File: src/rtl/s_mem_arbiter_if.sv
// ---------------------------------------------------------------------------
// s_mem_arbiter_if
// Requester-side bus of the S memory arbiter. It bundles the request,
// lock and write signals of all three requesters (init=0, ksa=1, prga=2)
// with the ack/rdvalid strobes and the shared read data.
//   master : the requesters (sequencer side); drives req/lock/wren/addr/wrdata
//   slave  : the arbiter; drives ack/rdvalid/rddata
// ---------------------------------------------------------------------------
interface s_mem_arbiter_if #(
  parameter int AW = 8,
  parameter int DW = 8
);
  logic [2:0]    req;
  logic [2:0]    lock;
  logic [2:0]    wren;
  logic [AW-1:0] addr0;
  logic [AW-1:0] addr1;
  logic [AW-1:0] addr2;
  logic [DW-1:0] wrdata0;
  logic [DW-1:0] wrdata1;
  logic [DW-1:0] wrdata2;
  logic [2:0]    ack;
  logic [2:0]    rdvalid;
  logic [DW-1:0] rddata;

  modport master (
    output req, lock, wren, addr0, addr1, addr2, wrdata0, wrdata1, wrdata2,
    input  ack, rdvalid, rddata
  );

  modport slave (
    input  req, lock, wren, addr0, addr1, addr2, wrdata0, wrdata1, wrdata2,
    output ack, rdvalid, rddata
  );
endinterface

File: src/rtl/s_mem_arbiter.sv
// ---------------------------------------------------------------------------
// s_mem_arbiter
// Shares the single-port 256x8 S memory between init (0), ksa (1) and
// prga (2). Round-robin arbitration, at most one access per cycle, with a
// lock so ksa/prga can run an uninterrupted read-read-write-write swap.
// Ports:
//   clk      : system clock
//   rst_n    : synchronous active-low reset
//   bus      : requester bus (slave modport of s_mem_arbiter_if)
//   mem_addr : address to s_mem
//   mem_data : write data to s_mem
//   mem_wren : write enable to s_mem
//   mem_q    : read data from s_mem (1-cycle latency)
// ---------------------------------------------------------------------------
module s_mem_arbiter #(
  parameter int AW = 8,
  parameter int DW = 8
) (
  input  logic                   clk,
  input  logic                   rst_n,
  s_mem_arbiter_if.slave         bus,
  output logic [AW-1:0]          mem_addr,
  output logic [DW-1:0]          mem_data,
  output logic                   mem_wren,
  input  logic [DW-1:0]          mem_q
);

  logic [1:0] last_grant;
  logic       lock_valid;
  logic [1:0] lock_owner;
  logic [2:0] rd_pending;

  logic [2:0] owner_mask;
  logic [2:0] cand;
  logic       grant_valid;
  logic [1:0] grant_idx;
  logic [2:0] grant_onehot;
  logic       sel_wren;
  logic       sel_lock;

  assign owner_mask = 3'b001 << lock_owner;

  // While a lock is held only the owner may compete. The search begins
  // one past the last grant so the previous winner has lowest priority.
  always_comb begin
    cand        = lock_valid ? (bus.req & owner_mask) : bus.req;
    grant_valid = 1'b0;
    grant_idx   = 2'd0;
    case (last_grant)
      2'd0: begin
        if (cand[1])      begin grant_valid = 1'b1; grant_idx = 2'd1; end
        else if (cand[2]) begin grant_valid = 1'b1; grant_idx = 2'd2; end
        else if (cand[0]) begin grant_valid = 1'b1; grant_idx = 2'd0; end
      end
      2'd1: begin
        if (cand[2])      begin grant_valid = 1'b1; grant_idx = 2'd2; end
        else if (cand[0]) begin grant_valid = 1'b1; grant_idx = 2'd0; end
        else if (cand[1]) begin grant_valid = 1'b1; grant_idx = 2'd1; end
      end
      default: begin
        if (cand[0])      begin grant_valid = 1'b1; grant_idx = 2'd0; end
        else if (cand[1]) begin grant_valid = 1'b1; grant_idx = 2'd1; end
        else if (cand[2]) begin grant_valid = 1'b1; grant_idx = 2'd2; end
      end
    endcase
  end

  // Route the winner's request onto the memory port. Everything is held at
  // zero during reset so no stray write reaches s_mem.
  always_comb begin
    grant_onehot = 3'b000;
    sel_wren     = 1'b0;
    sel_lock     = 1'b0;
    mem_addr     = '0;
    mem_data     = '0;
    mem_wren     = 1'b0;
    if (rst_n && grant_valid) begin
      grant_onehot = 3'b001 << grant_idx;
      case (grant_idx)
        2'd0: begin
          mem_addr = bus.addr0;
          mem_data = bus.wrdata0;
          sel_wren = bus.wren[0];
          sel_lock = bus.lock[0];
        end
        2'd1: begin
          mem_addr = bus.addr1;
          mem_data = bus.wrdata1;
          sel_wren = bus.wren[1];
          sel_lock = bus.lock[1];
        end
        default: begin
          mem_addr = bus.addr2;
          mem_data = bus.wrdata2;
          sel_wren = bus.wren[2];
          sel_lock = bus.lock[2];
        end
      endcase
      mem_wren = sel_wren;
    end
  end

  assign bus.ack     = grant_onehot;
  // Gated by rst_n so a read issued just before reset never returns.
  assign bus.rdvalid = rd_pending & {3{rst_n}};
  assign bus.rddata  = mem_q;

  // Pointer, read-return and lock bookkeeping. A lock ends when the owner
  // drops req or completes an access with lock low; last_grant then points
  // at the owner, making it lowest priority for the next round.
  always_ff @(posedge clk) begin
    if (!rst_n) begin
      last_grant <= 2'd2;
      lock_valid <= 1'b0;
      lock_owner <= 2'd0;
      rd_pending <= 3'b000;
    end else begin
      if (grant_valid) begin
        last_grant <= grant_idx;
        rd_pending <= sel_wren ? 3'b000 : grant_onehot;
      end else begin
        rd_pending <= 3'b000;
      end

      if (lock_valid) begin
        if ((bus.req & owner_mask) == 3'b000) begin
          lock_valid <= 1'b0;
        end else if (grant_valid && !sel_lock) begin
          lock_valid <= 1'b0;
        end
      end else if (grant_valid && sel_lock) begin
        lock_valid <= 1'b1;
        lock_owner <= grant_idx;
      end
    end
  end

endmodule

File: src/flat_wrapper.sv
// flat-port wrapper written by rule: the top's interface ports become plain ports
module s_mem_arbiter_flat 
#(
  parameter int AW = 8,
  parameter int DW = 8
)
  (clk, rst_n, mem_addr, mem_data, mem_wren, mem_q, bus_req, bus_lock, bus_wren, bus_addr0, bus_addr1, bus_addr2, bus_wrdata0, bus_wrdata1, bus_wrdata2, bus_ack, bus_rdvalid, bus_rddata);
  s_mem_arbiter_if #(.AW(AW), .DW(DW)) bus_i ();
  input  logic clk;
  input  logic rst_n;
  output logic [AW-1:0] mem_addr;
  output logic [DW-1:0] mem_data;
  output logic mem_wren;
  input  logic [DW-1:0] mem_q;
  input wire logic [$bits(bus_i.req)-1:0] bus_req;
  input wire logic [$bits(bus_i.lock)-1:0] bus_lock;
  input wire logic [$bits(bus_i.wren)-1:0] bus_wren;
  input wire logic [$bits(bus_i.addr0)-1:0] bus_addr0;
  input wire logic [$bits(bus_i.addr1)-1:0] bus_addr1;
  input wire logic [$bits(bus_i.addr2)-1:0] bus_addr2;
  input wire logic [$bits(bus_i.wrdata0)-1:0] bus_wrdata0;
  input wire logic [$bits(bus_i.wrdata1)-1:0] bus_wrdata1;
  input wire logic [$bits(bus_i.wrdata2)-1:0] bus_wrdata2;
  output wire logic [$bits(bus_i.ack)-1:0] bus_ack;
  output wire logic [$bits(bus_i.rdvalid)-1:0] bus_rdvalid;
  output wire logic [$bits(bus_i.rddata)-1:0] bus_rddata;
  assign bus_i.req = bus_req;
  assign bus_i.lock = bus_lock;
  assign bus_i.wren = bus_wren;
  assign bus_i.addr0 = bus_addr0;
  assign bus_i.addr1 = bus_addr1;
  assign bus_i.addr2 = bus_addr2;
  assign bus_i.wrdata0 = bus_wrdata0;
  assign bus_i.wrdata1 = bus_wrdata1;
  assign bus_i.wrdata2 = bus_wrdata2;
  assign bus_ack = bus_i.ack;
  assign bus_rdvalid = bus_i.rdvalid;
  assign bus_rddata = bus_i.rddata;
  s_mem_arbiter #(.AW(AW), .DW(DW)) u_core (.clk(clk), .rst_n(rst_n), .bus(bus_i), .mem_addr(mem_addr), .mem_data(mem_data), .mem_wren(mem_wren), .mem_q(mem_q));
endmodule
File: config.mk
export PLATFORM = sky130hd
export DESIGN_NAME = s_mem_arbiter_flat
export DESIGN_NICKNAME = d
export VERILOG_FILES = /design/src/rtl/s_mem_arbiter_if.sv /design/src/rtl/s_mem_arbiter.sv /design/src/flat_wrapper.sv
export SDC_FILE = /design/constraint.sdc
export NUM_CORES = 1
export LEC_CHECK = 0
export ABC_AREA = 1
export BUFFER_PORTS_ARGS = -buffer_cell sky130_fd_sc_hd__buf_2
export CELL_PAD_IN_SITES_DETAIL_PLACEMENT = 2
export CELL_PAD_IN_SITES_GLOBAL_PLACEMENT = 2
export CORE_AREA = 2 2 82 84
export CTS_CLUSTER_SIZE = 40
export DETAILED_ROUTE_END_ITERATION = 16
export DIE_AREA = 0 0 84 86
export PLACE_DENSITY = 0.81
export REMOVE_ABC_BUFFERS = 1
export SLEW_MARGIN = 5
export SYNTH_ARGS = -nofsm -noshare
export SYNTH_HDL_FRONTEND = slang
export SYNTH_SLANG_ARGS = --single-unit
File: constraint.sdc
create_clock -name clk -period 3.22 [get_ports clk]
set_input_delay 0.161 -clock clk [delete_from_list [all_inputs] [get_ports clk]]
set_output_delay 0.161 -clock clk [all_outputs]
set_load 0.1 [all_outputs]
==> parameters.txt <==
Parameter                              Value

Worst hold path
  Worst hold path stage count    2
  Hold WC Path Type    primary input to flip-flop
  End point of the worst hold path    u_core.last_grant[1]$_SDFFE_PN1N_
  Start point of the worst hold path    rst_n

Synthesis
  Prevailing post-synth register cell    dfxtp_1
  Count of yosys warnings during synthesis    0
  Number of storage elements in the synthesis netlist    8
  Count of unique library cells instantiated by Yosys    22
  Average cell area after synthesis    5.59 sq um
  Async S/R FF share, synth    0%
  Synth Instances    ~170
  Cell with the most instances after synthesis    nand2_1
  Share of synthesized area occupied by flip-flops and latches    between 10% and 20%
  Most frequent cells after synthesis    nand2_1 (68), a31oi_1 (14), nor2_1 (13)
  Area share of the leading cell type in the synthesized netlist    27.5%
  EDFF count, synth    0
  Synth area leaders    nand2_1 (27%), dfxtp_1 (17%), a31oi_1 (9.4%), buf_4 (7.3%), nand3_1 (6.5%)
  Cell type with the largest total area after synthesis    nand2_1
  Post-synthesis cell area    ~930 sq um

Route
  Post-route ant nets    0
  WL per Instance    13.3 um
  Routed metal-1 wirelength    1670 um
  Routed wire length on met3    350 um
  Vias after detailed routing    1378
  Per-cell via count in the routed design    4.40
  Total length of routed met2 wires    2070 um
  DRC violation count after routing    0
  Total length of routed wires    about 4200 um
  1st-iter DRT viols    35
  Highest metal layer used by the detailed router    met4
  Detailed-router iteration count before antenna repair    2

Pwr
  Switching Share    about two thirds
  Proportion of power drawn by flip-flops and latches    13.9%
  Clk pwr share    13.5%
  Maximum VDD drop    199 uV
  Logic gate share of total power    72.6%
  Net switching component of the power    around 590 uW
  Total power density per cell area    around 670 mW/mm^2
  Internal Pwr Total    321 uW
  Static Leakage    0.751 nW

Worst setup path
  Worst Setup SP    u_core.lock_owner[0]$_SDFFE_PN0P_
  Largest stage delay, worst path    430 ps
  Kind of end point of the critical path    output port
  Highest net fanout along the worst path    22
  Number of cells on the worst reg-to-reg path    9
  Series of cell instances along the critical path    nor2_1, o21ai_0, nand3_1, nand2_2, nor2_1, nand2_1, inv_1, nand2_1, nand3_1, buf_2
  Data required, critical path    3060 ps
  Startpoint kind of the worst setup timing path    flip-flop
  Master of the slowest instance on the critical path    buf_2
  Arrival time reported for the critical path endpoint    between 2000 and 2500 ps
  Worst r2r src    u_core.lock_owner[0]$_SDFFE_PN0P_
  Category of the most critical setup path    flip-flop to output port
  Critical R2R Capture    u_core.lock_owner[1]$_SDFFE_PN0P_
  Register-to-register setup slack    ~1100 ps

STA
  Unrepaired setup endpoints after global routing    no
  Max-slew violations    0
  Final-layout worst hold slack    221 ps
  Part of the cycle the worst path needs    78.9%
  Post-Route Setup TNS    0 ps
  Final worst path period need    2540 ps
  Final worst clock skew    3.59 ps
  Final hold vios    0
  Maximum frequency from static timing analysis    394 MHz
  Final worst setup slack    between 600 and 700 ps
  Slew Limit Headroom    67.1%
  Measured slew at the worst slew-check pin    496 ps
  Count of endpoints failing setup in the final report    0

Placement
  HPWL after detailed placement    3440 um
  Instance area at placement    0.00133 sq mm
  Worst setup slack before clock tree synthesis    860 ps
  Port buffer count    81
  Placer congestion estimate    0.714

Floorplan
  Placeable core region    0.00628 sq mm
  Count of pins on the block boundary    98
  Die Footprint    0.00722 sq mm
  Die outline height    around 86 um
  Starting utilization of the core area    14.8%
  Number of rows created at floorplan    29
  Width of the chip    84 um

Clock network
  Number of setup buffers added after CTS    0
  Number of buffers created by CTS    3
  Post-CTS Hold Fix Bufs    0
  CTS clock-pin slew for the worst setup and hold paths    40 ps
  Post-cts sizing count    0
  Clock Latency Late Sink    230 ps
  CTS tree    yes
  Buffer levels on the longest clock path    2
  Total number of clock tree sinks    8
  H-tree level count    1
  Clock root buffer    clkbuf_8

Final layout
  Synth-to-Final Area Change    47.3%
  Proportion of layout cells with a drive suffix above 1    41.9%
  Number of antenna cells inserted    0
  Post-Layout Inst Area    between 0.001 and 0.0015 sq mm
  Final core occ    21.8%
  Net count reported at finish    just over 300

Flow run
  Number of max-cap violations    0

GRT
  Gr ovfl total    0
  First-pass GRT wire length    6830 um
  Maximum number of pins on one net before global-route repair    23
  Number of antenna violations at the first check in global routing    0
  Gr usage total    between 10% and 20%
  Via count of the first global-routing pass    1495

Outcome
  Run status    completed
## how the worst max path moves through the flow
stage / endpoint / slack, ps / cells past startpoint
2_1_floorplan: mem_wren / -810 / 6
3_3_place_gp: mem_data[3] / 940 / 10
3_5_place_dp: mem_data[3] / 860 / 10
4_1_cts: mem_data[3] / 590 / 10
5_1_grt: mem_data[3] / 360 / 10
6_report: mem_data[4] / 680 / 10
## layout by cell type (no fill, tap or decap), drive strengths merged
cell / instances
inv: 14
buf: 81
nand2: 73
nand3: 14
nand4: 3
nor2: 14
nor4: 1
o211ai: 1
nor3: 3
a21oi: 4
o21ai: 3
dfxtp: 8
a31oi: 14
clkbuf: 3
## flip-flops by register name, summed over array words and instances (netlist names)
register and count:
u_core.lock_owner 2, u_core.last_grant 2, u_core.lock_valid 1, u_core.rd_pending 3
## power by group through the flow
stage	clock (mW)	sequential, mW	combinational, mW
3_3_place_gp	0	0.128	0.660
6_report	0.123	0.127	0.663
4_1_cts	0.128	0.127	0.675
2_1_floorplan	0	0.126	0.527
3_5_place_dp	0	0.129	0.673
5_1_grt	0.133	0.130	0.716
## layer usage
metal	vias up	global-route usage [%]
li1	674	-
met1	636	12.5
met2	62	21.4
met3	6	4.14
met4	0	3.52
met5	-	0
## worst max-delay path, delay by kind of cell, from the launching register on
family,cells,cell delay (ps)
buffers and inverters,2,520
AO/OA/AOI/OAI,1,150
AND/OR/NAND/NOR,7,1110
flip-flops,1,340
## layout make-up
type	count	area (sq um)
Clock buffer	3	41.3
Fill cell	798	4910
Inverter	14	52.6
Multi-Input combinational cell	130	612
Sequential cell	8	160
Tap cell	77	96.3
Timing Repair Buffer	81	405
## logic make-up after synthesis
group	synth area share (%)
AND/OR/NAND/NOR	50.3
AO/OA/AOI/OAI	15.6
buffers and inverters	16.8
flip-flops	17.3
## through the flow
| stage | power (mW) | std cells |
|---|---|---|
| CTS | 0.930 | 313 |
| global route | 0.979 | 313 |
| floorplan | 0.653 | 152 |
| finish | 0.913 | 313 |
| detailed placement | 0.802 | 310 |
| global placement | 0.788 | 310 |
Note: power is estimated with default switching activity, not from simulation.
